### src/rtl/lenet_pkg.sv
// Shared LeNet datapath constants: word format, BRAM address widths,
// memory map, FSM states and helper functions.
package lenet_pkg;

  localparam int DEF_DATA_SIZE = 16;
  localparam int DEF_FRAC_BITS = 8;
  localparam int BW_AW         = 16;
  localparam int RES_AW        = 13;

  localparam int MM_IN_BASE  = 7480;
  localparam int MM_W_BASE   = 2572;
  localparam int MM_B_BASE   = 50572;
  localparam int MM_OUT_BASE = 7880;

  typedef enum logic [2:0] {
    S_IDLE,
    S_BIAS,
    S_FETCH,
    S_WAIT,
    S_MAC,
    S_WR,
    S_NXT,
    S_FIN
  } conv_state_t;

  function automatic int cw(input int n);
    return (n < 2) ? 1 : $clog2(n);
  endfunction

  // Clamp v to the signed range of a w-bit word.
  function automatic logic signed [63:0] sat(
    input logic signed [63:0] v,
    input int                 w
  );
    logic signed [63:0] mx;
    logic signed [63:0] mn;
    mx = (64'sd1 <<< (w - 1)) - 64'sd1;
    mn = -mx - 64'sd1;
    if (v > mx) return mx;
    if (v < mn) return mn;
    return v;
  endfunction

endpackage

### src/rtl/conv_mac.sv
// Sequential MAC: bias-loaded wide accumulator with
// shift / saturate / optional ReLU output stage.
module conv_mac
  import lenet_pkg::*;
#(
  parameter int DW   = DEF_DATA_SIZE,
  parameter int FB   = DEF_FRAC_BITS,
  parameter int RELU = 1
) (
  input  logic          clk,
  input  logic          rst,
  input  logic          i_load,
  input  logic          i_en,
  input  logic [DW-1:0] i_bias,
  input  logic [DW-1:0] i_w,
  input  logic [DW-1:0] i_d,
  output logic [DW-1:0] o_y
);

  localparam int AW = 2 * DW + 8;

  logic signed [AW-1:0]   r_acc;
  logic signed [2*DW-1:0] w_prod;
  logic signed [AW-1:0]   w_bias;
  logic signed [AW-1:0]   w_sh;
  logic        [DW-1:0]   w_y;

  assign w_prod = $signed(i_w) * $signed(i_d);
  assign w_bias = AW'($signed(i_bias)) <<< FB;

  always_ff @(posedge clk or posedge rst) begin
    if (rst) begin
      r_acc <= '0;
    end else if (i_load) begin
      r_acc <= w_bias;
    end else if (i_en) begin
      r_acc <= r_acc + AW'(w_prod);
    end
  end

  assign w_sh = r_acc >>> FB;
  assign w_y  = DW'(sat(64'(w_sh), DW));
  assign o_y  = (RELU != 0 && w_y[DW-1]) ? '0 : w_y;

endmodule

### src/rtl/conv_layer_param.sv
// Parametrised convolution layer: walks filters/pixels/taps, streams
// operands from the two BRAMs through conv_mac and writes results back.
module conv_layer_param
  import lenet_pkg::*;
#(
  parameter int DATA_SIZE = DEF_DATA_SIZE,
  parameter int FRAC_BITS = DEF_FRAC_BITS,
  parameter int IN_CH     = 16,
  parameter int OUT_CH    = 120,
  parameter int IN_SIZE   = 5,
  parameter int K_SIZE    = 5,
  parameter int STRIDE    = 1,
  parameter int RD_LAT    = 2,
  parameter int RELU_EN   = 1,
  parameter int IN_BASE   = MM_IN_BASE,
  parameter int W_BASE    = MM_W_BASE,
  parameter int B_BASE    = MM_B_BASE,
  parameter int OUT_BASE  = MM_OUT_BASE
) (
  input  logic                 clk,
  input  logic                 rst,
  input  logic                 start,
  output logic                 busy,
  output logic                 done,
  output logic                 bias_weights_bram_ena,
  output logic [BW_AW-1:0]     bias_weights_bram_addra,
  input  logic [DATA_SIZE-1:0] bias_weights_bram_douta,
  output logic                 result_bram_ena,
  output logic                 result_bram_wea,
  output logic [RES_AW-1:0]    result_bram_addra,
  output logic [DATA_SIZE-1:0] result_bram_dina,
  input  logic [DATA_SIZE-1:0] result_bram_douta
);

  localparam int OUT_SIZE = (IN_SIZE - K_SIZE) / STRIDE + 1;
  localparam int FW = cw(OUT_CH);
  localparam int OW = cw(OUT_SIZE);
  localparam int CW = cw(IN_CH);
  localparam int KW = cw(K_SIZE);
  localparam int WW = cw(RD_LAT + 2);

  conv_state_t r_state, w_nxt;

  logic [FW-1:0] r_f;
  logic [OW-1:0] r_r, r_c;
  logic [CW-1:0] r_ch;
  logic [KW-1:0] r_ky, r_kx;
  logic [WW-1:0] r_wait;

  logic w_load, w_en, w_last_el, w_last_px;
  logic [DATA_SIZE-1:0] w_y;
  logic [BW_AW-1:0]     w_baddr, w_waddr;
  logic [RES_AW-1:0]    w_daddr, w_oaddr;

  assign w_baddr = BW_AW'(B_BASE) + BW_AW'(r_f);
  assign w_waddr = BW_AW'(W_BASE)
    + ((BW_AW'(r_f) * BW_AW'(IN_CH) + BW_AW'(r_ch))
    * BW_AW'(K_SIZE) + BW_AW'(r_ky)) * BW_AW'(K_SIZE)
    + BW_AW'(r_kx);
  assign w_daddr = RES_AW'(IN_BASE)
    + RES_AW'(r_ch) * RES_AW'(IN_SIZE * IN_SIZE)
    + (RES_AW'(r_r) * RES_AW'(STRIDE) + RES_AW'(r_ky))
    * RES_AW'(IN_SIZE)
    + RES_AW'(r_c) * RES_AW'(STRIDE) + RES_AW'(r_kx);
  assign w_oaddr = RES_AW'(OUT_BASE)
    + RES_AW'(r_f) * RES_AW'(OUT_SIZE * OUT_SIZE)
    + RES_AW'(r_r) * RES_AW'(OUT_SIZE) + RES_AW'(r_c);

  assign w_last_el = r_kx == KW'(K_SIZE - 1)
    && r_ky == KW'(K_SIZE - 1) && r_ch == CW'(IN_CH - 1);
  assign w_last_px = r_c == OW'(OUT_SIZE - 1)
    && r_r == OW'(OUT_SIZE - 1) && r_f == FW'(OUT_CH - 1);

  conv_mac #(
    .DW  (DATA_SIZE),
    .FB  (FRAC_BITS),
    .RELU(RELU_EN)
  ) u_mac (
    .clk   (clk),
    .rst   (rst),
    .i_load(w_load),
    .i_en  (w_en),
    .i_bias(bias_weights_bram_douta),
    .i_w   (bias_weights_bram_douta),
    .i_d   (result_bram_douta),
    .o_y   (w_y)
  );

  always_comb begin
    w_nxt                   = r_state;
    busy                    = 1'b0;
    done                    = 1'b0;
    bias_weights_bram_ena   = 1'b0;
    bias_weights_bram_addra = '0;
    result_bram_ena         = 1'b0;
    result_bram_wea         = 1'b0;
    result_bram_addra       = '0;
    result_bram_dina        = '0;
    w_load                  = 1'b0;
    w_en                    = 1'b0;
    unique case (r_state)
      S_IDLE: if (start) w_nxt = S_BIAS;
      S_BIAS: begin
        busy = 1'b1;
        bias_weights_bram_addra = w_baddr;
        bias_weights_bram_ena   = (r_wait == '0);
        w_load = (r_wait == WW'(RD_LAT));
        if (r_wait == WW'(RD_LAT + 1)) w_nxt = S_FETCH;
      end
      S_FETCH: begin
        busy = 1'b1;
        bias_weights_bram_ena   = 1'b1;
        bias_weights_bram_addra = w_waddr;
        result_bram_ena         = 1'b1;
        result_bram_addra       = w_daddr;
        w_nxt = S_WAIT;
      end
      S_WAIT: begin
        busy = 1'b1;
        bias_weights_bram_addra = w_waddr;
        result_bram_addra       = w_daddr;
        // Operands are valid on the last wait cycle; accumulate there.
        w_en = (r_wait == WW'(RD_LAT - 1));
        if (w_en) w_nxt = S_MAC;
      end
      S_MAC: begin
        busy  = 1'b1;
        w_nxt = w_last_el ? S_WR : S_FETCH;
      end
      S_WR: begin
        busy = 1'b1;
        result_bram_ena   = 1'b1;
        result_bram_wea   = 1'b1;
        result_bram_addra = w_oaddr;
        result_bram_dina  = w_y;
        w_nxt = S_NXT;
      end
      S_NXT: begin
        busy  = 1'b1;
        w_nxt = w_last_px ? S_FIN : S_BIAS;
      end
      S_FIN: begin
        done  = 1'b1;
        w_nxt = S_IDLE;
      end
      default: w_nxt = S_IDLE;
    endcase
  end

  always_ff @(posedge clk or posedge rst) begin
    if (rst) begin
      r_state <= S_IDLE;
      r_wait  <= '0;
      r_f     <= '0;
      r_r     <= '0;
      r_c     <= '0;
      r_ch    <= '0;
      r_ky    <= '0;
      r_kx    <= '0;
    end else begin
      r_state <= w_nxt;
      if ((r_state == S_BIAS || r_state == S_WAIT)
          && w_nxt == r_state)
        r_wait <= r_wait + 1'b1;
      else
        r_wait <= '0;
      if (r_state == S_IDLE && start) begin
        r_f  <= '0;
        r_r  <= '0;
        r_c  <= '0;
        r_ch <= '0;
        r_ky <= '0;
        r_kx <= '0;
      end
      if (r_state == S_MAC) begin
        if (r_kx == KW'(K_SIZE - 1)) begin
          r_kx <= '0;
          if (r_ky == KW'(K_SIZE - 1)) begin
            r_ky <= '0;
            r_ch <= (r_ch == CW'(IN_CH - 1)) ? '0 : r_ch + 1'b1;
          end else begin
            r_ky <= r_ky + 1'b1;
          end
        end else begin
          r_kx <= r_kx + 1'b1;
        end
      end
      if (r_state == S_NXT) begin
        if (r_c == OW'(OUT_SIZE - 1)) begin
          r_c <= '0;
          if (r_r == OW'(OUT_SIZE - 1)) begin
            r_r <= '0;
            r_f <= (r_f == FW'(OUT_CH - 1)) ? '0 : r_f + 1'b1;
          end else begin
            r_r <= r_r + 1'b1;
          end
        end else begin
          r_c <= r_c + 1'b1;
        end
      end
    end
  end

endmodule

### config.mk
export PLATFORM = sky130hd
export DESIGN_NAME = conv_layer_param
export DESIGN_NICKNAME = d
export VERILOG_FILES = /design/src/rtl/lenet_pkg.sv /design/src/rtl/conv_mac.sv /design/src/rtl/conv_layer_param.sv
export SDC_FILE = /design/constraint.sdc
export NUM_CORES = 1
export LEC_CHECK = 0
export ABC_AREA = 1
export CAP_MARGIN = 20
export CORE_MARGIN = 4
export CORE_UTILIZATION = 59
export DETAILED_ROUTE_END_ITERATION = 10
export GPL_TIMING_DRIVEN = 0
export PLACE_DENSITY = 0.78
export RECOVER_POWER = 50
export SLEW_MARGIN = 10
export SYNTH_ARGS = -nofsm -noshare
export SYNTH_HDL_FRONTEND = slang
export SYNTH_HIERARCHICAL = 1
export SYNTH_SLANG_ARGS = --single-unit
### constraint.sdc
create_clock -name clk -period 9.1 [get_ports clk]
set_input_delay 1.82 -clock clk [delete_from_list [all_inputs] [get_ports clk]]
set_output_delay 1.82 -clock clk [all_outputs]
set_load 0.02 [all_outputs]
# == After elaboration in Yosys (flattened, before gate mapping) ==
# Cells that the tools add are included.
# totals
ff_bits,64
input_bits,35
out_inout_bits,50
word_cells,120
# op_classes
n_addsub,21
n_mul,5
order_cmp,2
n_eq_ne,15
muxes,51
bitwise_logic,2
n_reduce_logical,15
# op_table
cell,count
two-way mux 16 bit,5
two-way mux 40 bit,2
adder 40 x 32 -> 40 bit,1
two-way mux 3 bit,12
two-way mux 7 bit,5
"> comparator 32 x 16 -> 1 bit, second input constant",1
"< comparator 32 x 16 -> 1 bit, second input constant",1
multiplier 16 x 16 -> 32 bit,1
case mux 16 bit (2 select lines),1
case mux 13 bit (2 select lines),1
case mux 3 bit (8 select lines),1
two-way mux 4 bit,5
"== test 3 bit, second input constant",6
"adder 12 x 16 -> 16 bit, first input constant",1
adder 15 x 3 -> 16 bit,1
"adder 15 x 8 -> 16 bit, first input constant",1
adder 16 x 3 -> 16 bit,1
"multiplier 16 x 3 -> 16 bit, second input constant",1
two-way mux 1 bit,16
"multiplier 12 x 3 -> 15 bit, second input constant",1
two-way mux 15 bit,1
adder 12 x 2 -> 13 bit,1
adder 12 x 8 -> 13 bit,1
adder 13 x 1 -> 13 bit,1
30 further kinds,43

# == Longest topological paths before layout ==
# Gate-level depths: netlist of the first run.
# depth
word_depth,8
mapped_depth,30

# == By module ==
# The synthesis of the first run kept the hierarchy.
# by_module_without_submodules
module,instances,cells_each,area_per_inst_um2,seq_area_each_um2
conv_mac,1,2068,15552.4,1001.0
conv_layer_param,1,635,4488.1,550.5

# == Worst setup path after synthesis of the first run ==
# No wires, ideal clock.
# synth_timing
path_kind,input port to flip-flop
from,in result_bram_douta[5]
to,reg u_mac.r_acc[39]
arrival_ns,7.682
t_required_ns,8.981
setup_slack_ns,1.299
cell_stages,24
path_buffers,2
path_cell_list,clkbuf_1 clkbuf_1 nand2_1 fa_1 inv_1 fa_1 inv_1 fa_1 fa_1 inv_1 fa_1 inv_1 fa_1 inv_1 ha_1 nand2_1 nor3_1 nand2_1 nor2_2 nand3_1 nand3_1 nand2_1 nand3_1 nand2_1
# synth_via
elab_chain_len,4
# synth_lines
item,line,source
"start, declared",conv_layer_param.sv:32,input logic [DATA_SIZE-1:0] result_bram_douta
multiplier 16 x 16 -> 32 bit,conv_mac.sv:28,assign w_prod = $signed(i_w) * $signed(i_d);
adder 40 x 32 -> 40 bit,conv_mac.sv:37,r_acc <= r_acc + AW'(w_prod);
two-way mux 40 bit,conv_mac.sv:36,end else if (i_en) begin
two-way mux 40 bit,conv_mac.sv:34,end else if (i_load) begin
"end signal, assigned",conv_mac.sv:35,r_acc <= w_bias;
"end signal, assigned",conv_mac.sv:37,
"end, declared",conv_mac.sv:22,logic signed [AW-1:0] r_acc;
# Every way passes these cells. The select of a mux whose other input is x is not followed.
# A chain may end at the register's enable or synchronous reset.

# == Final worst setup path of the first run ==
# layout_timing
from,in result_bram_douta[5]
to,reg u_mac.r_acc[37]
# The elaborated chain is that of the path after synthesis.

==> results of run 1 <==
## metrics by stage
step / setup WS, ns / TNS [ns] / hold slack, ns / area [um^2]
after floorplan: 1.299 / 0 / 0.4547 / 20040
after global placement: -0.1487 / -0.5324 / 0.4704 / 21290
after detailed placement: -0.2571 / -1.132 / 0.4845 / 21330
after CTS: 0.07419 / 0 / 0.4942 / 21630
after global routing: 0.02579 / 0 / 0.5187 / 21620
final: 0.4677 / 0 / 0.4894 / 21620
## path summary, 6_finish.rpt
| path | cells after the start | endpoint |
|---|---|---|
| worst max-delay path | 24 | u_mac/r_acc[37] |
| worst min-delay path | 1 | r_wait[0] |
| worst max register to register | 21 | u_mac/r_acc[34] |
| worst min register to register | 1 | r_wait[0] |
| max in group asynchronous | 3 | u_mac/r_acc[5] |
| min in group asynchronous | 2 | u_mac/r_acc[36] |
## cell families (layout without fill, tap and decap cells)
kind of cell,count (synthesis),after routing,share of synthesized area
adders and majority gates,572,572,0.4849
AOI/OAI and AO/OA,215,215,0.06075
and+or+nand+nor,963,963,0.1992
other,3,4,0.0005619
muxes,1,1,0.0004995
xor gates and xnor gates,33,33,0.01442
buffers and inverters,854,940,0.1623
DFF,62,62,0.07742
## metal layers
layer | GRT usage | share of wire | up-vias
li1 | - | - | 8104
met1 | 0.4082 | 0.41 | 8309
met2 | 0.5370 | 0.49 | 575
met3 | 0.04486 | 0.061 | 143
met4 | 0.1295 | 0.046 | 0
met5 | 0 | 0 | -
## area by class of cell
| class | count | share of cell area |
|---|---|---|
| Buffer | 81 | 0.01626 |
| Clock buffer | 12 | 0.01186 |
| Clock inverter | 4 | 0.002083 |
| Inverter | 773 | 0.1344 |
| Multi-Input combinational cell | 1788 | 0.7050 |
| Sequential cell | 62 | 0.07176 |
| Tap cell | 448 | 0.02593 |
| Timing Repair Buffer | 70 | 0.03270 |
## worst reg2reg max path, stage by stage, from the launching register on
cell	delay (ns)
dfrtp_1	0.34
inv_1	0.06
fa_1	0.50
inv_1	0.06
fa_1	0.53
fa_1	0.44
fa_1	0.51
inv_1	0.06
fa_1	0.56
inv_1	0.06
ha_1	0.35
nand2_1	0.13
inv_2	0.09
nand2_2	0.10
nor3_2	0.18
nand2_1	0.08
nand2_1	0.16
nand3_1	0.15
nand2_1	0.09
nand2_1	0.04
nand3_1	0.10
nand2_1	0.07
## sequential cells by signal, indices dropped and copies added (netlist names)
name         cells
u_mac/r_acc     40
r_f              7
r_ch             4
r_kx             3
r_ky             3
r_state          3
r_wait           2
## timing repair
item / CTS / global route
setup endpoints to repair: 0 / 6
resized for setup: 0 / 5
hold endpoints to repair: 0 / 0
buffers inserted: 0 / 0
## layout by cell type (no fill, tap or decap), types with 18 or more instances in the layout
master | Yosys | routed
inv_1 | 762 | 761
nand2_1 | 643 | 643
fa_1 | 341 | 339
ha_1 | 231 | 231
nor2_1 | 147 | 148
nand3_1 | 90 | 90
a21oi_1 | 80 | 80
clkbuf_1 | 71 | 72
o21ai_0 | 71 | 71
clkdlybuf4s50_1 | 0 | 63
dfrtp_1 | 62 | 62
xor2_1 | 18 | 18
nand4_1 | 18 | 18
==> run_results.csv, run 1 <==
group,metric,value,unit
status,run_status,"finished with violations",
status,violations,"max-capacitance violations, max-slew violations",
global_routing,gr-usage-all-layers,0.3159,
cells_and_area,seq_area,0.001551,mm^2
synth,synth_ff_type,"dfrtp_1",
detailed_routing,ant_nets,0,
floorplan,die_w,192.3,um
worst_setup_path,timing.rr.start,"u_mac/r_acc[15]",
detailed_routing,drtIter0Drc,1163,
worst_setup_path,slowest_delay,0.72,ns
placed_design,dp_hpwl,48960,um
worst_setup_path,critPathLaunch,"result_bram_douta[5]",
detailed_routing,wl_per_cell,17.12,um
synth,synth.top_cell.area_share,0.3406,
cells_and_area,final_core_util,0.6448,
clock_network,postCtsHoldBufs,0,
clock_network,path_clk_slew,0.06,ns
worst_setup_path,critPathRequiredTime,9.34,ns
floorplan,core,0.03353,mm^2
synth,syn-cell-area,0.02004,mm^2
synth,ys_ff_latch,62,
floorplan,start_util,0.5976,
cells_and_area,nNetsFinal,3392,
timing,rsz0062_at_grt,"no",
detailed_routing,viasPerCell,5.291,
worst_setup_path,cp_num_buf_inv,7,
worst_setup_path,regToRegSetupSlack,4.33,ns
synth,syn_inst,2703,
timing,timing.final.crit_period,8.632,ns
cells_and_area,final_cells,3238,
placed_design,placed_cells,3222,
synth,synth_largest_area_cell,"fa_1",
synth,yosysWarnings,6,
global_routing,grt-ovfl-total,0,
synth,avgSynthCellArea,7.414,um^2
timing,tightest_slew,2.172,ns
synth,yosysSeqAreaShare,0.07742,
synth,yosys-top-cells-count,"762 x inv_1, 643 x nand2_1, 341 x fa_1, 231 x ha_1, 147 x nor2_1",
detailed_routing,drtPass1Iterations,5,
synth,synth_most_common_cell,"inv_1",
placed_design,port_buffers,68,
cells_and_area,drive_gt1_frac,0.03262,
worst_hold_path,hold_class,"reg -> reg",
global_routing,grt_pass1_vias,17740,
synth,synth_edf_count,0,
floorplan,row_count,67,
clock_network,cts_buffers,9,
cells_and_area,antenna_cells,0,
timing,timing.fmax,115.8,MHz
worst_setup_path,crit_chain,"clkbuf_1 > clkbuf_1 > nand2_1 > fa_1 > inv_1 > fa_1 > clkinvlp_4 > fa_1 > fa_2 > inv_1 > fa_1 > inv_1 > fa_1 > inv_1 > ha_1 > nand2_1 > nor2_1 > nand2_1 > nor2_1 > nand3_1 > nand3_1 > nand2_1 > nand3_1 > nand2_1",
worst_setup_path,endpoint_kind,"flop",
worst_setup_path,crit_slowest_cell,"fa_2",
floorplan,die-area,0.03698,mm^2
cells_and_area,multi_input_area,0.01524,mm^2
cells_and_area,area_growth_syn_to_layout,7.885,%
detailed_routing,drc,0,
flow_run,maxCapViolCount,1,
global_routing,grt_pass1_wl,91410,um
synth,async_flop_share,1.000,
clock_network,clock_path_buffers,2,
timing,fin_worst_skew,0.008180,ns
cells_and_area,fillers,3001,
worst_setup_path,cp-start-kind,"primary input",
worst_hold_path,hp-start,"r_wait[0]",
detailed_routing,vias,17130,
timing,finalMaxSlewViolations,38,
placed_design,gp_congestion,1.001,
worst_setup_path,cp_max_fo,10,
worst_setup_path,critPathTopFamily,"adder cells",
global_routing,grt_max_degree,38,
clock_network,numClockSinks,62,
floorplan,dieHeight,192.3,um
detailed_routing,drt_wl_total,55450,um
clock_network,clkLatencyLatePin,0.35,ns
floorplan,num_io_pins,85,
synth,yosys-top-cells-area,"fa_1 34%, ha_1 14%, inv_1 14%",
timing,relSlewSlack,-0.4483,
clock_network,cts_tree,"built",
timing,timing.final.crit_share,0.9486,
worst_setup_path,cp.arrival,8.87,ns
clock_network,root_buffer,"clkbuf_16",
clock_network,cts.htree.levels,3,
timing,finalSetupViolations,0,
synth,synth_cell_type_count,49,
timing,hold_violations,0,
global_routing,antenna_found_initial,0,
worst_setup_path,criticalPathCategory,"in -> reg",
Power of run 1 is not shown: default switching activity piles up to over one toggle a cycle in this logic, so the estimate is an artifact.
==> run 2, diff against run 1 <==
- GPL_ROUTABILITY_DRIVEN: unset -> 0
==> run_results.csv, run 2 (synthesized netlist as in run 1, its figures left out) <==
group,metric,value,unit
status,run_status,"completed",
clock_network,numClockSinks,62,
clock_network,root_buffer,"clkbuf_16",
cells_and_area,top_register,"u_mac/r_acc",
global_routing,grt_pass1_wl,89490,um
floorplan,row_count,67,
cells_and_area,layout_common_cells,"761 x inv_1, 643 x nand2_1, 338 x fa_1",
floorplan,num_io_pins,85,
clock_network,path_clk_slew,0.06,ns
floorplan,dieHeight,192.3,um
timing,timing.fmax,116.5,MHz
worst_hold_path,hold_path_end,"u_mac/r_acc[15]",
detailed_routing,drc,0,
cells_and_area,layout_commonest_cell,"inv_1",
clock_network,cts_buffers,9,
detailed_routing,vias,17330,
floorplan,core,0.03353,mm^2
timing,finalSetupViolations,0,
worst_setup_path,crit_slowest_cell,"clkdlybuf4s50_1",
cells_and_area,largest_register_ffs,40,
timing,fin_worst_skew,0.009171,ns
global_routing,grt-ovfl-total,0,
timing,timing.final.crit_share,0.9434,
clock_network,clock_path_buffers,2,
worst_setup_path,crit_chain,"clkdlybuf4s50_1 > clkbuf_2 > nand2_1 > fa_1 > inv_1 > fa_1 > clkinvlp_4 > fa_2 > fa_2 > inv_1 > fa_1 > inv_1 > fa_1 > inv_1 > ha_1 > nand2_1 > nor3_1 > nand2_1 > nor2_2 > nand3_1 > nand3_1 > nand2_1 > nand3_1 > nand2_1",
timing,rsz0062_at_grt,"no",
cells_and_area,drive_gt1_frac,0.03333,
cells_and_area,reg_top3,"u_mac/r_acc: 40 flops, r_f: 7 flops, r_ch: 4 flops",
detailed_routing,wl_per_cell,16.66,um
global_routing,met3_usage,0.04993,
global_routing,met2_usage,0.5303,
clock_network,postCtsHoldBufs,0,
worst_setup_path,reg2reg_depth,16,
detailed_routing,drtIter0Drc,1266,
floorplan,die-area,0.03698,mm^2
worst_setup_path,criticalPathCategory,"in -> reg",
timing,relSlewSlack,0.1265,
global_routing,grt_pass1_vias,18180,
clock_network,clkLatencyLatePin,0.35,ns
timing,timing.final.crit_period,8.585,ns
cells_and_area,stdcell_area,0.02167,mm^2
clock_network,cts_resized,0,
detailed_routing,drt_wl_total,53930,um
worst_setup_path,reg2reg_to,"u_mac/r_acc[25]",
cells_and_area,antenna_cells,0,
clock_network,post_cts_buffers,0,
worst_setup_path,cp_max_fo,10,
detailed_routing,viasPerCell,5.351,
cells_and_area,nNetsFinal,3392,
timing,tns,0,ns
timing,setup_slack,0.5152,ns
global_routing,gr-usage-all-layers,0.3054,
worst_setup_path,cp_num_buf_inv,7,
worst_hold_path,hp-start,"u_mac/r_acc[15]",
worst_setup_path,endpoint_kind,"flop",
placed_design,port_buffers,68,
global_routing,grt_max_degree,25,
timing,finalMaxSlewViolations,0,
global_routing,antenna_found_initial,0,
global_routing,grtUsageMet1,0.3744,
worst_setup_path,cp-start-kind,"primary input",
flow_run,maxCapViolCount,0,
worst_setup_path,timing.rr.start,"u_mac/r_acc[11]",
detailed_routing,ant_nets,0,
timing,tightest_slew,1.310,ns
timing,hold_violations,0,
worst_hold_path,holdPathStages,2,
worst_setup_path,cp.arrival,8.82,ns
clock_network,cts.htree.levels,3,
worst_setup_path,critPathTopFamily,"adder cells",
placed_design,dp_hpwl,46940,um
floorplan,start_util,0.5976,
worst_hold_path,hold_class,"reg -> reg",
clock_network,cts_tree,"built",
cells_and_area,area_growth_syn_to_layout,8.116,%
placed_design,place_area,0.02134,mm^2
worst_setup_path,slowest_delay,0.78,ns
global_routing,busiest_layer,"met2",
placed_design,place_ws,-0.1576,ns
worst_setup_path,critPathRequiredTime,9.34,ns
worst_setup_path,regToRegSetupSlack,4.41,ns
detailed_routing,drtPass1Iterations,5,
worst_setup_path,cpMostUsedCell,"nand2_1",
floorplan,die_w,192.3,um
run 2: changes by cell type in the layout (fill, tap and decap cells not counted), sizes merged:
cell,before,now
clkinv,4,3
clkbuf,87,84
clkinvlp,1,3
bufinv,1,3
clkdlybuf4s50,63,64
dlymetal6s2s,1,0
run 2: routing by layer:
layer,wire length (um),part of all wire
met1,20910,0.39
met2,26280,0.49
met3,3910,0.072
met4,2836,0.053
met5,0,0
run 2: worst max-delay path by stage:
stage	startpoint	end	slack, ns	cells past startpoint
floorplan	result_bram_douta[5]	u_mac/r_acc[39]	1.30	24
global placement	bias_weights_bram_douta[15]	u_mac/r_acc[39]	-0.008	24
detailed placement	bias_weights_bram_douta[15]	u_mac/r_acc[39]	-0.16	24
CTS	bias_weights_bram_douta[15]	u_mac/r_acc[39]	0.15	24
global route	bias_weights_bram_douta[15]	u_mac/r_acc[39]	0.14	24
finish	bias_weights_bram_douta[15]	u_mac/r_acc[39]	0.52	24
run 2: layout make-up:
type                            instances  area, um^2
Buffer                                 81       351.6
Clock buffer                            9       225.2
Clock inverter                          7       122.6
Fill cell                            2894       11870
Inverter                              773        2905
Multi-Input combinational cell       1788       15250
Sequential cell                        62        1551
Tap cell                              448       560.5
Timing Repair Buffer                   70       704.4
run 2: worst min-delay path: stages (launching register included):
cell     delay [ns]
dfrtp_1        0.35
nand2_1        0.05
o21ai_1        0.06
run 2: per-stage QoR:
step / cells / util / hold slack, ns
6_report: 3238 / 0.6462 / 0.4983
5_1_grt: 3238 / 0.6462 / 0.5406
4_1_cts: 3238 / 0.6466 / 0.4941
3_5_place_dp: 3222 / 0.6363 / 0.4806
3_3_place_gp: 3220 / 0.6348 / 0.4705
2_1_floorplan: 2704 / - / 0.4547
Power of run 2 is left out for the same reason.
==> run 3, diff against run 2 <==
- clock period: 9.1 -> 9.2 ns (I/O delays scaled with it)
==> run_results.csv, run 3 (synthesized netlist as in run 1, its figures left out) <==
group,metric,value,unit
status,run_status,"completed",
detailed_routing,ant_nets,0,
placed_design,port_buffers,68,
clock_network,postCtsHoldBufs,0,
timing,tightest_slew,1.311,ns
cells_and_area,reg_top3,"u_mac/r_acc: 40 flops, r_f: 7 flops, r_ch: 4 flops",
clock_network,clkLatencyLatePin,0.35,ns
detailed_routing,drt_wl_total,53940,um
placed_design,place_ws,-0.07757,ns
flow_run,maxCapViolCount,0,
clock_network,cts_resized,0,
floorplan,core,0.03353,mm^2
timing,tns,0,ns
global_routing,grt_pass1_vias,18180,
worst_setup_path,cp-endpoint,"u_mac/r_acc[39]",
cells_and_area,largest_register_ffs,40,
worst_setup_path,cp-start-kind,"primary input",
cells_and_area,nNetsFinal,3392,
cells_and_area,stdcell_area,0.02167,mm^2
clock_network,cts.htree.levels,3,
global_routing,met2_usage,0.5303,
worst_setup_path,reg2reg_to,"u_mac/r_acc[25]",
detailed_routing,vias,17310,
worst_hold_path,hold_class,"reg -> reg",
timing,timing.final.crit_share,0.9533,
timing,setup_slack,0.4294,ns
global_routing,gr-usage-all-layers,0.3054,
worst_setup_path,timing.rr.start,"u_mac/r_acc[11]",
cells_and_area,layout_commonest_cell,"inv_1",
cells_and_area,drive_gt1_frac,0.03297,
floorplan,dieHeight,192.3,um
clock_network,cts_tree,"built",
timing,finalMaxSlewViolations,0,
detailed_routing,drtPass1Iterations,8,
timing,rsz0062_at_grt,"no",
worst_setup_path,critPathLaunch,"bias_weights_bram_douta[15]",
floorplan,die-area,0.03698,mm^2
worst_setup_path,crit_slowest_cell,"clkdlybuf4s50_1",
worst_setup_path,critPathRequiredTime,9.44,ns
timing,fin_worst_skew,0.008480,ns
clock_network,root_buffer,"clkbuf_16",
floorplan,num_io_pins,85,
detailed_routing,drtIter0Drc,1272,
floorplan,row_count,67,
worst_setup_path,crit_chain,"clkdlybuf4s50_1 > clkbuf_1 > nand2_1 > fa_1 > inv_1 > fa_1 > clkinvlp_4 > fa_2 > fa_2 > inv_1 > fa_1 > inv_1 > fa_1 > inv_1 > ha_1 > nand2_1 > nor3_1 > nand2_1 > nor2_2 > nand3_1 > nand3_1 > nand2_1 > nand3_1 > nand2_1",
worst_setup_path,endpoint_kind,"flop",
clock_network,clock_path_buffers,2,
detailed_routing,viasPerCell,5.345,
worst_setup_path,cp.arrival,9.01,ns
worst_setup_path,reg2reg_depth,16,
floorplan,start_util,0.5976,
detailed_routing,wl_per_cell,16.66,um
cells_and_area,fillers,2895,
global_routing,grt-ovfl-total,0,
cells_and_area,top_register,"u_mac/r_acc",
clock_network,cts_buffers,9,
timing,relSlewSlack,0.1263,
global_routing,grt_max_degree,25,
global_routing,grt_pass1_wl,89490,um
global_routing,antenna_found_initial,0,
cells_and_area,area_growth_syn_to_layout,8.110,%
timing,finalSetupViolations,0,
placed_design,place_area,0.02134,mm^2
worst_setup_path,cp_max_fo,10,
clock_network,post_cts_buffers,0,
cells_and_area,antenna_cells,0,
detailed_routing,drc,0,
worst_setup_path,criticalPathCategory,"in -> reg",
global_routing,busiest_layer,"met2",
clock_network,path_clk_slew,0.06,ns
cells_and_area,final_core_util,0.6461,
worst_setup_path,slowest_delay,0.78,ns
global_routing,grtUsageMet1,0.3744,
worst_setup_path,cpMostUsedCell,"nand2_1",
timing,hold_violations,0,
clock_network,numClockSinks,62,
worst_setup_path,regToRegSetupSlack,4.51,ns
floorplan,die_w,192.3,um
timing,timing.final.crit_period,8.771,ns
global_routing,met3_usage,0.04993,
placed_design,dp_hpwl,46940,um
timing,timing.fmax,114.0,MHz
cells_and_area,layout_common_cells,"761 x inv_1, 643 x nand2_1, 338 x fa_1",
[run 3: cell count changes in the layout (fill, tap and decap cells not counted)]
cell      delta
clkbuf_1     +1
clkbuf_2     -1
[run 3: worst min-delay path by stage]
| stage | startpoint | endpoint | slack, ns | cells after the start |
|---|---|---|---|---|
| after global placement | r_wait[0] | r_wait[0] | 0.47 | 1 |
| after global routing | u_mac/r_acc[24] | u_mac/r_acc[24] | 0.54 | 2 |
| final | u_mac/r_acc[15] | u_mac/r_acc[15] | 0.50 | 2 |
| after floorplan | r_wait[0] | r_wait[0] | 0.45 | 1 |
| after CTS | u_mac/r_acc[15] | u_mac/r_acc[15] | 0.49 | 2 |
| after detailed placement | u_mac/r_acc[15] | u_mac/r_acc[15] | 0.48 | 2 |
[run 3: cell type report]
type	count	area [um^2]	share of cell area
Clock inverter	7	122.6	0.005660
Clock buffer	9	225.2	0.01040
Tap cell	448	560.5	0.02587
Multi-Input combinational cell	1788	15250	0.7037
Timing Repair Buffer	70	704.4	0.03251
Buffer	81	350.3	0.01617
Inverter	773	2905	0.1341
Sequential cell	62	1551	0.07161
[run 3: worst max-delay path: cells and delay by family]
| kind | cells | cell delay [ns] |
|---|---|---|
| adder cells (fa/ha/maj) | 7 | 3.98 |
| buffers and inverters | 7 | 1.88 |
| AND/OR/NAND/NOR | 10 | 1.32 |
[run 3: metrics by stage]
step	cells	hold WS [ns]
after floorplan	2704	0.4547
after global placement	3220	0.4705
after detailed placement	3222	0.4806
after CTS	3238	0.4941
after global routing	3238	0.5406
final	3238	0.4983
[run 3: per-layer routing]
metal | vias up | part of all wire
met5 | - | 0
met4 | 0 | 0.053
met3 | 196 | 0.071
met2 | 771 | 0.49
met1 | 8241 | 0.39
li1 | 8100 | -
Power of run 3 is left out for the same reason.
==> RTL change 1 (config.mk and constraints of run 3) <==
Register the input `result_bram_douta` before use. The logic sees it one clock later. The other inputs are not delayed to match.
--- a/src/rtl/conv_layer_param.sv
+++ b/src/rtl/conv_layer_param.sv
@@ -41,2 +41,8 @@
 
+  logic [DATA_SIZE-1:0] result_bram_douta_q;
+
+  always_ff @(posedge clk) begin
+    result_bram_douta_q <= result_bram_douta;
+  end
+
   conv_state_t r_state, w_nxt;
@@ -84,3 +90,3 @@
     .i_w   (bias_weights_bram_douta),
-    .i_d   (result_bram_douta),
+    .i_d   (result_bram_douta_q),
     .o_y   (w_y)
Check against the original RTL: no difference found for any inputs over 10 cycles, from zero or initial values and one cycle with rst high; that may be too few to reach the edited logic, so the function may still have changed.
==> RTL change 1 against run 3 <==
Via count rose by 2.1%; synthesized area up 1.3%; design area up 2.0%; critical path depth grew 3; routed wire length increased by 1.3%; worst setup slack better by 0.23 ns; sequential cell count up 16; global-route usage is 0.75 points lower; register-to-register slack worse by 2.7 ns; non-clock buffer count grew 15; critical path type unchanged; largest cell class unchanged.
Power is left out: the tool's default activity adds up to more than one toggle a clock period on the data nets, which glitch-free logic cannot reach.
==> RTL change 1: results (changes against run 3) <==
stage,metric,value,unit,change
critical_path,CP peak stage delay,0.59,ns,was 0.78 ns
critical_path,Critical Path Start,bias_weights_bram_douta[8],,was bias_weights_bram_douta[15]
grt,GR met2 Demand/Resource,0.474,,was 0.530
final_layout,layout cells sized above 1,0.0280,,was 0.0330
place,Port Buf Inserts,83,,was 68
outcome,outcome,"complete, no violations",,unchanged
place,dpl hpwl,46.6,mm,was 46.9 mm
timing,Final Skew,0.00906,ns,was 0.00848 ns
synth,Synth top cells by count,"inv_1 (761), nand2_1 (648), fa_1 (341), ha_1 (231), nor2_1 (149)",,"was inv_1 (762), nand2_1 (643), fa_1 (341), ha_1 (231), nor2_1 (147)"
critical_path,worst reg2reg startpoint,result_bram_douta_q[5],,was u_mac/r_acc[11]
detailed_routing,initial DRC count,1740,,was 1272
grt,total global-route track usage,0.298,,was 0.305
detailed_routing,wire length per cell,16.7,microns,about the same
critical_path,Crit-path slowest cell,clkbuf_1,,was clkdlybuf4s50_1
grt,first-pass GRT wire length,90.2,mm,was 89.5 mm
critical_path,critical path data arrival time,8.78,ns,was 9.01 ns
place,pre-CTS setup slack,-0.146,ns,was -0.0776 ns
synth,asr flop ratio synth,0.795,,was 1.00
grt,grt met3 use,0.0645,,was 0.0499
final_layout,Final nets,3424,,was 3392
timing,Slew HR,0.0888,,was 0.126
detailed_routing,vias after detailed routing,17675,,was 17308
clock_tree,htree depth,3,,unchanged
min_path,hold_sp,r_wait[0],,was u_mac/r_acc[15]
synth,Netlist cell types,41,,was 49
## RTL change 1: repair_timing
action	4_1_cts	5_1_grt
hold endpoints to repair	0	0
resized for setup	0	5
endpoints found under the setup margin	0	5
## RTL change 1: cell families after synthesis
logic type,Yosys count,synth area share
compound gates,207,0.0563
xor+xnor,39,0.0168
fa+ha+maj,572,0.478
buf+inv,853,0.158
flops,78,0.0922
other cells,3,0.000554
simple gates,968,0.197
## RTL change 1: through the flow
step | instance area, sq um | util | TNS (ns) | cells
after floorplan | 20300 | - | 0 | 2721
after global placement | 21700 | 0.642 | -0.0614 | 3252
after detailed placement | 21800 | 0.644 | -0.370 | 3254
after CTS | 22100 | 0.655 | 0 | 3270
after global routing | 22100 | 0.654 | 0 | 3270
final | 22100 | 0.654 | 0 | 3270
## RTL change 1: worst paths after layout
path                                   end  slack (ns)  depth (start not counted)
max                        u_mac/r_acc[33]        0.66                         27
min                              r_wait[0]        0.50                          1
max reg2reg                u_mac/r_acc[37]        1.81                         24
min reg2reg                      r_wait[0]        0.50                          1
max in group asynchronous  u_mac/r_acc[12]        5.34                          3
min in group asynchronous  u_mac/r_acc[38]        2.14                          2
## RTL change 1: cell type report
cell class	instances	area, sq um
multi-input cells	1790	15200
flip-flops and latches	78	1870
clock buffers	10	229
inverters	772	2900
fillers	2873	11700
repair buffers	85	857
well taps	448	561
plain buffers	81	322
clock inverters	6	134
## RTL change 1: critical path, delay by kind of cell
family	cells	cell delay (ns)
adders and majority gates	7	3.57
and+or+nand+nor	11	1.37
buffers and inverters	9	1.99
## RTL change 1: routing by layer
| metal | part of all wire | up-vias |
|---|---|---|
| met5 | 0 | - |
| met4 | 0.046 | 0 |
| met1 | 0.40 | 8525 |
| li1 | - | 8170 |
| met2 | 0.45 | 823 |
| met3 | 0.10 | 157 |
==> RTL change 2 (settings of run 3) <==
Made on the original files. Change the parameter `RELU_EN` from 1 to 0.
--- a/src/rtl/conv_layer_param.sv
+++ b/src/rtl/conv_layer_param.sv
@@ -13,3 +13,3 @@
   parameter int RD_LAT    = 2,
-  parameter int RELU_EN   = 1,
+  parameter int RELU_EN   = 0,
   parameter int IN_BASE   = MM_IN_BASE,
Function: no difference found for any inputs over 10 cycles, from zero or initial values and one cycle with rst high; that may be too few to reach the edited logic, so the function may still have changed.
==> RTL change 2 against run 3 <==
The flow now finishes with violations (capacitance limit, slew limit); via count up 0.60%; routed wire length unchanged; critical path depth up 3; design area down 0.16%; worst setup slack better by 0.081 ns; utilization down 0.10 points; sequential share of layout area about the same; highest routed layer unchanged; synthesized cell count up 0.81%; synthesized area about the same; sequential cell count unchanged; critical endpoint is now u_mac/r_acc[32]; register-to-register slack worse by 0.16 ns.
Power is left out: the tool's default activity adds up to more than one toggle a clock period on the data nets, which glitch-free logic cannot reach.
==> RTL change 2: results (changes against run 3) <==
stage,metric,value,unit,change
outcome,outcome,"complete, but fails checks",,"was complete, no violations"
outcome,violated checks,"capacitance limit, slew limit",,
critical_path,Reg2Reg Depth,21,,was 16
place,pre-CTS setup slack,-0.113,ns,was -0.0776 ns
critical_path,Crit-path slowest cell,clkbuf_1,,was clkdlybuf4s50_1
final_layout,Clock buf/inv share,0.0142,,was 0.0161
synth,register area share after synthesis,0.0774,,about the same
final_layout,FFs & Latches,62,,unchanged
detailed_routing,initial DRC count,1563,,was 1272
final_layout,clkbuf count,10,,was 9
critical_path,worst reg2reg startpoint,u_mac/r_acc[15],,was u_mac/r_acc[11]
grt,largest net degree at the start of global routing,30,,was 25
min_path,hold_sp,r_wait[0],,was u_mac/r_acc[15]
grt,met1 GRT Util,0.389,,was 0.374
grt,grt met3 use,0.0619,,was 0.0499
place,Port Buf Inserts,69,,was 68
final_layout,Seq/total area,0.0717,,was 0.0716
final_layout,Area Growth Syn to Fin,7.93,%,was 8.11%
final_layout,Signal buffers,152,,was 151
job,Max Cap Violations,1,,was 0
detailed_routing,drt first pass iters,7,,was 8
grt,first-pass GRT wire length,89.3,mm,was 89.5 mm
timing,Final Skew,0.0139,ns,was 0.00848 ns
place,placed cell count,3245,,was 3222
synth,Synth top cells by count,"inv_1 (763), nand2_1 (704), fa_1 (341), ha_1 (231), nor2_1 (148)",,"was inv_1 (762), nand2_1 (643), fa_1 (341), ha_1 (231), nor2_1 (147)"
clock_tree,"Clk Latency, worst-skew pair",0.35,ns,about the same
timing,pins over their slew limit,30,,was 0
critical_path,critical path data arrival time,8.92,ns,was 9.01 ns
final_layout,count of multi-input gates,1816,,was 1788
place,DP Area,21300,sq um,about the same
final_layout,buffer share of cell area,0.0499,,was 0.0487
min_path,Hold Path Depth,1,,was 2
min_path,Hold WC Path Type,reg -> reg,,unchanged
place,dpl hpwl,46.6,mm,was 46.9 mm
detailed_routing,met3 routed wirelength,4.83,mm,was 3.85 mm
critical_path,Reg-to-Reg End,u_mac/r_acc[32],,was u_mac/r_acc[25]
clock_tree,post-CTS setup buffer count,0,,unchanged
detailed_routing,final wirelength,53.9,mm,unchanged
final_layout,Final nets,3415,,was 3392
final_layout,Non-clk invs,767,,was 773
timing,Slew HR,-0.115,,was 0.126
timing,Final Hold Slack,0.501,ns,was 0.498 ns
detailed_routing,wire length per cell,16.5,microns,was 16.7 microns
final_layout,multi-input logic area,15300,sq um,was 15200 sq um
synth,Post-Syn Area per Cell,7.36,sq um,was 7.41 sq um
detailed_routing,vias after detailed routing,17411,,was 17308
final_layout,Fillers,2921,,was 2895
grt,vias in the first global route,17981,,was 18177
synth,Area contributors post-synth,"fa_1 (34%), ha_1 (14%), inv_1 (14%)",,unchanged
detailed_routing,met2 WL,25.2,mm,was 26.3 mm
final_layout,layout cells sized above 1,0.0210,,was 0.0330
grt,total global-route track usage,0.305,,about the same
detailed_routing,M1 WL,21.0,mm,about the same
grt,GR met2 Demand/Resource,0.507,,was 0.530
critical_path,R2R setup slack,4.35,ns,was 4.51 ns
[RTL change 2: changes by cell type in the layout (fill, tap and decap cells not counted), moves of 6 or more]
cell     change
nand2_2     -11
nand2_1     +61
o21ai_1      -6
nand4_1      +6
o21ai_0     -12
inv_2        -7
[RTL change 2: cell families (layout without fill, tap and decap cells)]
group	count (synthesis)	after routing	share of synthesized area
and+or+nand+nor	1015	1015	0.207
buffers and inverters	848	935	0.162
adders and majority gates	572	572	0.485
AOI/OAI and AO/OA	193	193	0.0549
DFF	62	62	0.0774
xor gates and xnor gates	32	32	0.0140
other	2	3	0.000375
muxes	1	1	0.000499
[RTL change 2: worst reg2reg max path: stages (launching register included)]
cell and delay, ns:
dfrtp_1 0.36, inv_1 0.09, fa_1 0.48, inv_1 0.06, fa_1 0.55, fa_1 0.45
fa_1 0.50, inv_1 0.06, fa_1 0.58, inv_1 0.07, ha_1 0.34, nand2_1 0.09
inv_1 0.12, nand2_1 0.12, nor3_1 0.21, nand2_1 0.11, nand2b_1 0.11, nand2_1 0.10
nand2_1 0.07, nand2_1 0.05, nand3_1 0.15, nand2_1 0.07
[RTL change 2: how the worst max path moves through the flow]
stage                                 from              end  slack, ns  depth (start not counted)
2_1_floorplan         result_bram_douta[5]  u_mac/r_acc[35]       1.44                         22
3_3_place_gp   bias_weights_bram_douta[15]  u_mac/r_acc[39]      -0.05                         24
3_5_place_dp   bias_weights_bram_douta[15]  u_mac/r_acc[38]      -0.11                         24
4_1_cts        bias_weights_bram_douta[15]  u_mac/r_acc[38]       0.20                         24
5_1_grt               result_bram_douta[5]  u_mac/r_acc[38]       0.04                         24
6_report        bias_weights_bram_douta[5]  u_mac/r_acc[32]       0.51                         27
